--- config.mk ---
export PLATFORM = sky130hd
export DESIGN_NAME = multicycle_control
export DESIGN_NICKNAME = d
export VERILOG_FILES = /design/src/rtl/multicycle_control.sv
export SDC_FILE = /design/constraint.sdc
export NUM_CORES = 1
export LEC_CHECK = 0
export ABC_CLOCK_PERIOD_IN_PS = 2000
export CORE_UTILIZATION = 32
export DETAILED_ROUTE_END_ITERATION = 10
export PLACE_DENSITY = 0.83
export SYNTH_ARGS = -nofsm -noshare
export SYNTH_HDL_FRONTEND = slang
export SYNTH_SLANG_ARGS = --single-unit
--- constraint.sdc ---
create_clock -name clk -period 2 [get_ports clk]
set_input_delay 0.4 -clock clk [delete_from_list [all_inputs] [get_ports clk]]
set_output_delay 0.4 -clock clk [all_outputs]
set_load 0.05 [all_outputs]
--- src/rtl/multicycle_control.sv ---
// Multicycle RISC-V style control FSM: sequences fetch, decode, memory, ALU and branch steps.
// Optional feature macro: BRANCH_EXT_EN enables BNE/BLT/BGE/BLTU/BGEU (default build: BEQ only).
module multicycle_control (
  input  logic        clk,
  input  logic        rst_n,
  input  logic [31:0] instr,
  input  logic        mem_ready,
  input  logic        alu_zero,
  input  logic        alu_last_bit,
  output logic [3:0]  alu_control,
  output logic [1:0]  alu_src_a,
  output logic [1:0]  alu_src_b,
  output logic [1:0]  result_src,
  output logic        mem_req,
  output logic        mem_we,
  output logic        addr_sel,
  output logic        ir_write,
  output logic        pc_write,
  output logic        reg_write,
  output logic        illegal
);

  // state    | meaning
  // IDLE     | post-reset, all outputs quiet
  // FETCH    | read instruction at PC, PC+4 into PC on mem_ready
  // DECODE   | old PC + imm into ALU-out (branch/jump target)
  // MEMADR   | rs1 + imm effective address
  // MEMREAD  | load access, wait for mem_ready
  // MEMWB    | write load data to rd
  // MEMWRITE | store access, wait for mem_ready
  // EXECR    | register-register ALU op
  // EXECI    | register-immediate ALU op
  // ALUWB    | write ALU-out to rd
  // BRANCH   | compare rs1/rs2, load target on taken
  // JAL      | PC <= target, ALU-out <= old PC + 4
  // TRAP     | unsupported instruction, exit only by reset

  localparam logic [6:0] OP_LOAD   = 7'b0000011;
  localparam logic [6:0] OP_STORE  = 7'b0100011;
  localparam logic [6:0] OP_REG    = 7'b0110011;
  localparam logic [6:0] OP_IMM    = 7'b0010011;
  localparam logic [6:0] OP_BRANCH = 7'b1100011;
  localparam logic [6:0] OP_JAL    = 7'b1101111;

  localparam logic [3:0] ALU_ADD  = 4'b0000;
  localparam logic [3:0] ALU_SUB  = 4'b0001;
  localparam logic [3:0] ALU_AND  = 4'b0010;
  localparam logic [3:0] ALU_OR   = 4'b0011;
  localparam logic [3:0] ALU_XOR  = 4'b0100;
  localparam logic [3:0] ALU_SLT  = 4'b0101;
  localparam logic [3:0] ALU_SLTU = 4'b0110;
  localparam logic [3:0] ALU_SLL  = 4'b0111;
  localparam logic [3:0] ALU_SRL  = 4'b1000;
  localparam logic [3:0] ALU_SRA  = 4'b1001;

  localparam logic [1:0] SRC_A_PC     = 2'b00;
  localparam logic [1:0] SRC_A_OLD_PC = 2'b01;
  localparam logic [1:0] SRC_A_RS1    = 2'b10;
  localparam logic [1:0] SRC_B_RS2    = 2'b00;
  localparam logic [1:0] SRC_B_IMM    = 2'b01;
  localparam logic [1:0] SRC_B_FOUR   = 2'b10;
  localparam logic [1:0] RES_ALU_OUT  = 2'b00;
  localparam logic [1:0] RES_MEM      = 2'b01;
  localparam logic [1:0] RES_ALU_LIVE = 2'b10;

  typedef enum logic [3:0] {
    S_IDLE,
    S_FETCH,
    S_DECODE,
    S_MEMADR,
    S_MEMREAD,
    S_MEMWB,
    S_MEMWRITE,
    S_EXECR,
    S_EXECI,
    S_ALUWB,
    S_BRANCH,
    S_JAL,
    S_TRAP
  } state_t;

  state_t state, state_next;

  logic [6:0] opcode;
  logic [2:0] funct3;
  logic       funct7_b5;
  logic       branch_legal;
  logic [3:0] branch_op;
  logic       branch_flag;
  logic       branch_taken;
  logic       unused_instr_bits;

  assign opcode    = instr[6:0];
  assign funct3    = instr[14:12];
  assign funct7_b5 = instr[30];
  assign unused_instr_bits = ^{instr[31], instr[29:15], instr[11:7]};

`ifdef BRANCH_EXT_EN
  assign branch_legal = (funct3[2:1] != 2'b01);
`else
  assign branch_legal = (funct3 == 3'b000);
`endif

  // sub_ok distinguishes R-type (ADD/SUB by funct7[5]) from I-type (always ADDI)
  function automatic logic [3:0] exec_op(input logic [2:0] f3, input logic f7b5,
                                         input logic sub_ok);
    logic [3:0] op;
    case (f3)
      3'b000:  op = (sub_ok && f7b5) ? ALU_SUB : ALU_ADD;
      3'b001:  op = ALU_SLL;
      3'b010:  op = ALU_SLT;
      3'b011:  op = ALU_SLTU;
      3'b100:  op = ALU_XOR;
      3'b101:  op = f7b5 ? ALU_SRA : ALU_SRL;
      3'b110:  op = ALU_OR;
      default: op = ALU_AND;
    endcase
    return op;
  endfunction

  // funct3[0] inverts the sense: BNE, BGE, BGEU
  always_comb begin
    branch_op   = ALU_SUB;
    branch_flag = alu_zero;
    case (funct3[2:1])
      2'b10: begin
        branch_op   = ALU_SLT;
        branch_flag = alu_last_bit;
      end
      2'b11: begin
        branch_op   = ALU_SLTU;
        branch_flag = alu_last_bit;
      end
      default: begin
        branch_op   = ALU_SUB;
        branch_flag = alu_zero;
      end
    endcase
    branch_taken = funct3[0] ? ~branch_flag : branch_flag;
  end

  always_ff @(posedge clk or negedge rst_n) begin
    if (!rst_n) begin
      state <= S_IDLE;
    end else begin
      state <= state_next;
    end
  end

  always_comb begin
    state_next = state;
    case (state)
      S_IDLE:   state_next = S_FETCH;
      S_FETCH:  if (mem_ready) state_next = S_DECODE;
      S_DECODE: begin
        case (opcode)
          OP_LOAD, OP_STORE: state_next = S_MEMADR;
          OP_REG:            state_next = S_EXECR;
          OP_IMM:            state_next = S_EXECI;
          OP_BRANCH:         state_next = branch_legal ? S_BRANCH : S_TRAP;
          OP_JAL:            state_next = S_JAL;
          default:           state_next = S_TRAP;
        endcase
      end
      S_MEMADR:   state_next = (opcode == OP_LOAD) ? S_MEMREAD : S_MEMWRITE;
      S_MEMREAD:  if (mem_ready) state_next = S_MEMWB;
      S_MEMWB:    state_next = S_FETCH;
      S_MEMWRITE: if (mem_ready) state_next = S_FETCH;
      S_EXECR:    state_next = S_ALUWB;
      S_EXECI:    state_next = S_ALUWB;
      S_ALUWB:    state_next = S_FETCH;
      S_BRANCH:   state_next = S_FETCH;
      S_JAL:      state_next = S_ALUWB;
      S_TRAP:     state_next = S_TRAP;
      default:    state_next = S_IDLE;
    endcase
  end

  always_comb begin
    alu_control = ALU_ADD;
    alu_src_a   = SRC_A_PC;
    alu_src_b   = SRC_B_RS2;
    result_src  = RES_ALU_OUT;
    mem_req     = 1'b0;
    mem_we      = 1'b0;
    addr_sel    = 1'b0;
    ir_write    = 1'b0;
    pc_write    = 1'b0;
    reg_write   = 1'b0;
    illegal     = 1'b0;
    case (state)
      S_FETCH: begin
        mem_req    = 1'b1;
        alu_src_a  = SRC_A_PC;
        alu_src_b  = SRC_B_FOUR;
        result_src = RES_ALU_LIVE;
        ir_write   = mem_ready;
        pc_write   = mem_ready;
      end
      S_DECODE: begin
        alu_src_a = SRC_A_OLD_PC;
        alu_src_b = SRC_B_IMM;
      end
      S_MEMADR: begin
        alu_src_a = SRC_A_RS1;
        alu_src_b = SRC_B_IMM;
      end
      S_MEMREAD: begin
        mem_req  = 1'b1;
        addr_sel = 1'b1;
      end
      S_MEMWB: begin
        reg_write  = 1'b1;
        result_src = RES_MEM;
      end
      S_MEMWRITE: begin
        mem_req  = 1'b1;
        mem_we   = 1'b1;
        addr_sel = 1'b1;
      end
      S_EXECR: begin
        alu_src_a   = SRC_A_RS1;
        alu_src_b   = SRC_B_RS2;
        alu_control = exec_op(funct3, funct7_b5, 1'b1);
      end
      S_EXECI: begin
        alu_src_a   = SRC_A_RS1;
        alu_src_b   = SRC_B_IMM;
        alu_control = exec_op(funct3, funct7_b5, 1'b0);
      end
      S_ALUWB: begin
        reg_write  = 1'b1;
        result_src = RES_ALU_OUT;
      end
      S_BRANCH: begin
        alu_src_a   = SRC_A_RS1;
        alu_src_b   = SRC_B_RS2;
        alu_control = branch_op;
        pc_write    = branch_taken;
      end
      S_JAL: begin
        alu_src_a = SRC_A_OLD_PC;
        alu_src_b = SRC_B_FOUR;
        pc_write  = 1'b1;
      end
      S_TRAP:  illegal = 1'b1;
      default: ;
    endcase
  end

endmodule

==> flow_summary.ini <==
[worst_setup_path]
cp.arrival_ps = 1810
r2r_slack_ps = 510
cpLargestDelayFamily = simple AND/OR/NAND/NOR gates
slowest_delay_ps = 420
reg2reg_from = state[0]$_DFFE_PN0P_
crit_start = state[1]$_DFFE_PN0P_
worstPathRequired_ps = 1600
endpoint_kind = output port
critPathKind = flip-flop to output port
path_cells = or3b_4 -> o22ai_4 -> nand2_2 -> nor3b_4 -> buf_12
path_max_fanout = 5
cp-start-kind = flip-flop
worst-path-buf-inv = 1
reg2reg_depth = 5
slowest_stage = or3b_4
cp_num_cells = 5

[global_route]
grt_usage_pct = 20.4
grt_pass1_wl_mm = 3.26
antenna_found_initial = 0
grt_max_degree = 18
grt.overflow.total = 0
grt_pass1_vias = 780

[layout]
largest_register_ffs = 4
regMostFlops = state
layout.nets = 180
stdcell_count = 166
area_growth_syn_to_layout_pct = 123
drive_gt1_share_pct = 46.1
diodes = 0
top_regs = state x4

[hold_path]
hold_path.class = input pin to asynchronous set/reset pin

[flow_run]
max-cap-violations = 0

[power]
ir_worst_vdd_uv = 1280
powerDensity_nw_per_um2 = 1660
power_mw = 2.36
leakage_nw = 0.617

[place]
gp_congestion = 0.905
portBuffers = 32
dp.cells = 152
hpwlAfterDp_mm = 1.57

[sta]
period_share_pct = 110
finalSetupViolCount = 5
finalMaxSlewViolations = 0
fmax_mhz = 453
fin_worst_skew_ps = 6.47
period_minus_slack_ps = 2210
rsz0062_at_grt = true
tightest_slew_ps = 464
hold_viol = 0
fin_ws_ps = -208
relSlewSlack_pct = 68.7

[detailed_routing]
drt_iter0_drc = 29
final_antenna_net_count = 0
wire_per_inst_um = 15.4
drt-total-wl_mm = 2.55
vias = 931
firstDrtPassIters = 4
route.detailed.drc = 0
vias_per_cell = 5.61

[floorplanning]
start_util_pct = 35.4
dieArea_um2 = 2180
io-pin-count = 54
die_y_um = 46.7
rows = 15
core_um2 = 1800
die_w_um = 46.7

[logic_synthesis]
ys_seq_area_share_pct = 15.7
mappedNetlistArea_um2 = 638
syn-num-nets = 128
yosys.area.top_type = dfrtp_1
synth_edf_count = 0
postSynthCellCount = 91
synth_cell_types = 44
async_reset_ff_share_pct = 100
synth_area_per_cell_um2 = 7.01
ys_ff_latch = 4
synth_top_area_share_pct = 15.7
yosysMostFrequentCell = nor2_1
synth_common_cells = nor2_1, a21oi_1, nand2_1
synthFlopType = dfrtp_1
yosys_warnings = 0
synthTopCellsByArea = dfrtp_1, nor2_1, a21oi_1, nand2b_1, nand2_1

[cts]
clock-sinks = 4
h-tree-depth = 1
clock_latency_ps = 240
cts_buffer_depth = 2
cts-root-buf = clkbuf_4
clk_pin_slew_ps = 40
numCtsBuffers = 3
cts_tree = built

[run_status]
violations = setup timing
status = finished with violations
## layout by cell type (no fill, tap or decap), types with 2 or more instances in the layout
cell	instances
nand2b_4	2
dfrtp_1	3
inv_1	3
nand2b_1	2
nor3_1	2
a31oi_1	2
a21oi_1	4
clkbuf_4	3
dlymetal6s2s_1	4
o211ai_1	2
buf_4	18
xnor2_1	2
buf_12	16
dlygate4sd2_1	2
nor2_1	13
buf_6	3
nand2_2	2
and2_1	2
clkdlybuf4s50_1	9
nand2_1	5
o21ai_0	4
## stage by stage
step	hold WS [ps]	setup TNS, ps	worst slack [ps]	utilization (%)	area (um2)
global route	382	-1070	-281	79.0	1420
finish	362	-751	-208	79.0	1420
floorplan	104	-489	-78.3	-	676
global placement	603	-352	-131	68.9	1240
detailed placement	614	-516	-172	68.9	1240
CTS	366	-542	-148	72.6	1310
## final cells by class
type / count / area (um2)
repair buffers: 54 / 667
multi-input cells: 76 / 586
fillers: 115 / 379
flip-flops and latches: 4 / 101
well taps: 25 / 31.3
clock buffers: 3 / 22.5
inverters: 4 / 15.0
## report_power, final
group / total [mW] / leakage [nW] / internal (mW) / switching (mW)
Combinational: 2.10 / 0.553 / 0.982 / 1.11
Clock: 0.0992 / 0.0138 / 0.0670 / 0.0321
Sequential: 0.164 / 0.0497 / 0.120 / 0.0437
## logic make-up (layout without fill, tap and decap cells)
logic type	Yosys count	after routing	share of synthesized area, %
xor gates and xnor gates	3	3	4.12
muxes	1	1	1.57
buffers and inverters	11	61	8.43
AOI/OAI and AO/OA	30	30	34.9
and+or+nand+nor	42	42	35.3
DFF	4	4	15.7
## path summary, 6_finish.rpt
kind	to
worst max-delay path	alu_control[3]
worst max register to register	state[1]$_DFFE_PN0P_
worst min-delay path	state[0]$_DFFE_PN0P_
min in group clk	state[0]$_DFFE_PN0P_
max in group asynchronous	state[2]$_DFFE_PN0P_
worst min register to register	state[0]$_DFFE_PN0P_
## routing by layer
layer / track usage [%] / vias to the layer above / part of all wire (%)
li1: - / 441 / -
met4: 6.86 / 0 / 0.98
met2: 35.3 / 55 / 52
met3: 1.57 / 2 / 5.1
met5: 0 / - / 0
met1: 26.4 / 433 / 42
## repair_timing
action                                 in CTS  in global routing
pin swaps                                   5                  6
setup endpoints to repair                   8                  9
hold buffers                                0                  0
setup buffers                               2                  9
cloned                                      0                  1
gates resized for setup                    10                 16
endpoints found under the hold margin       0                  0
Power figures use the tool's default switching activity.
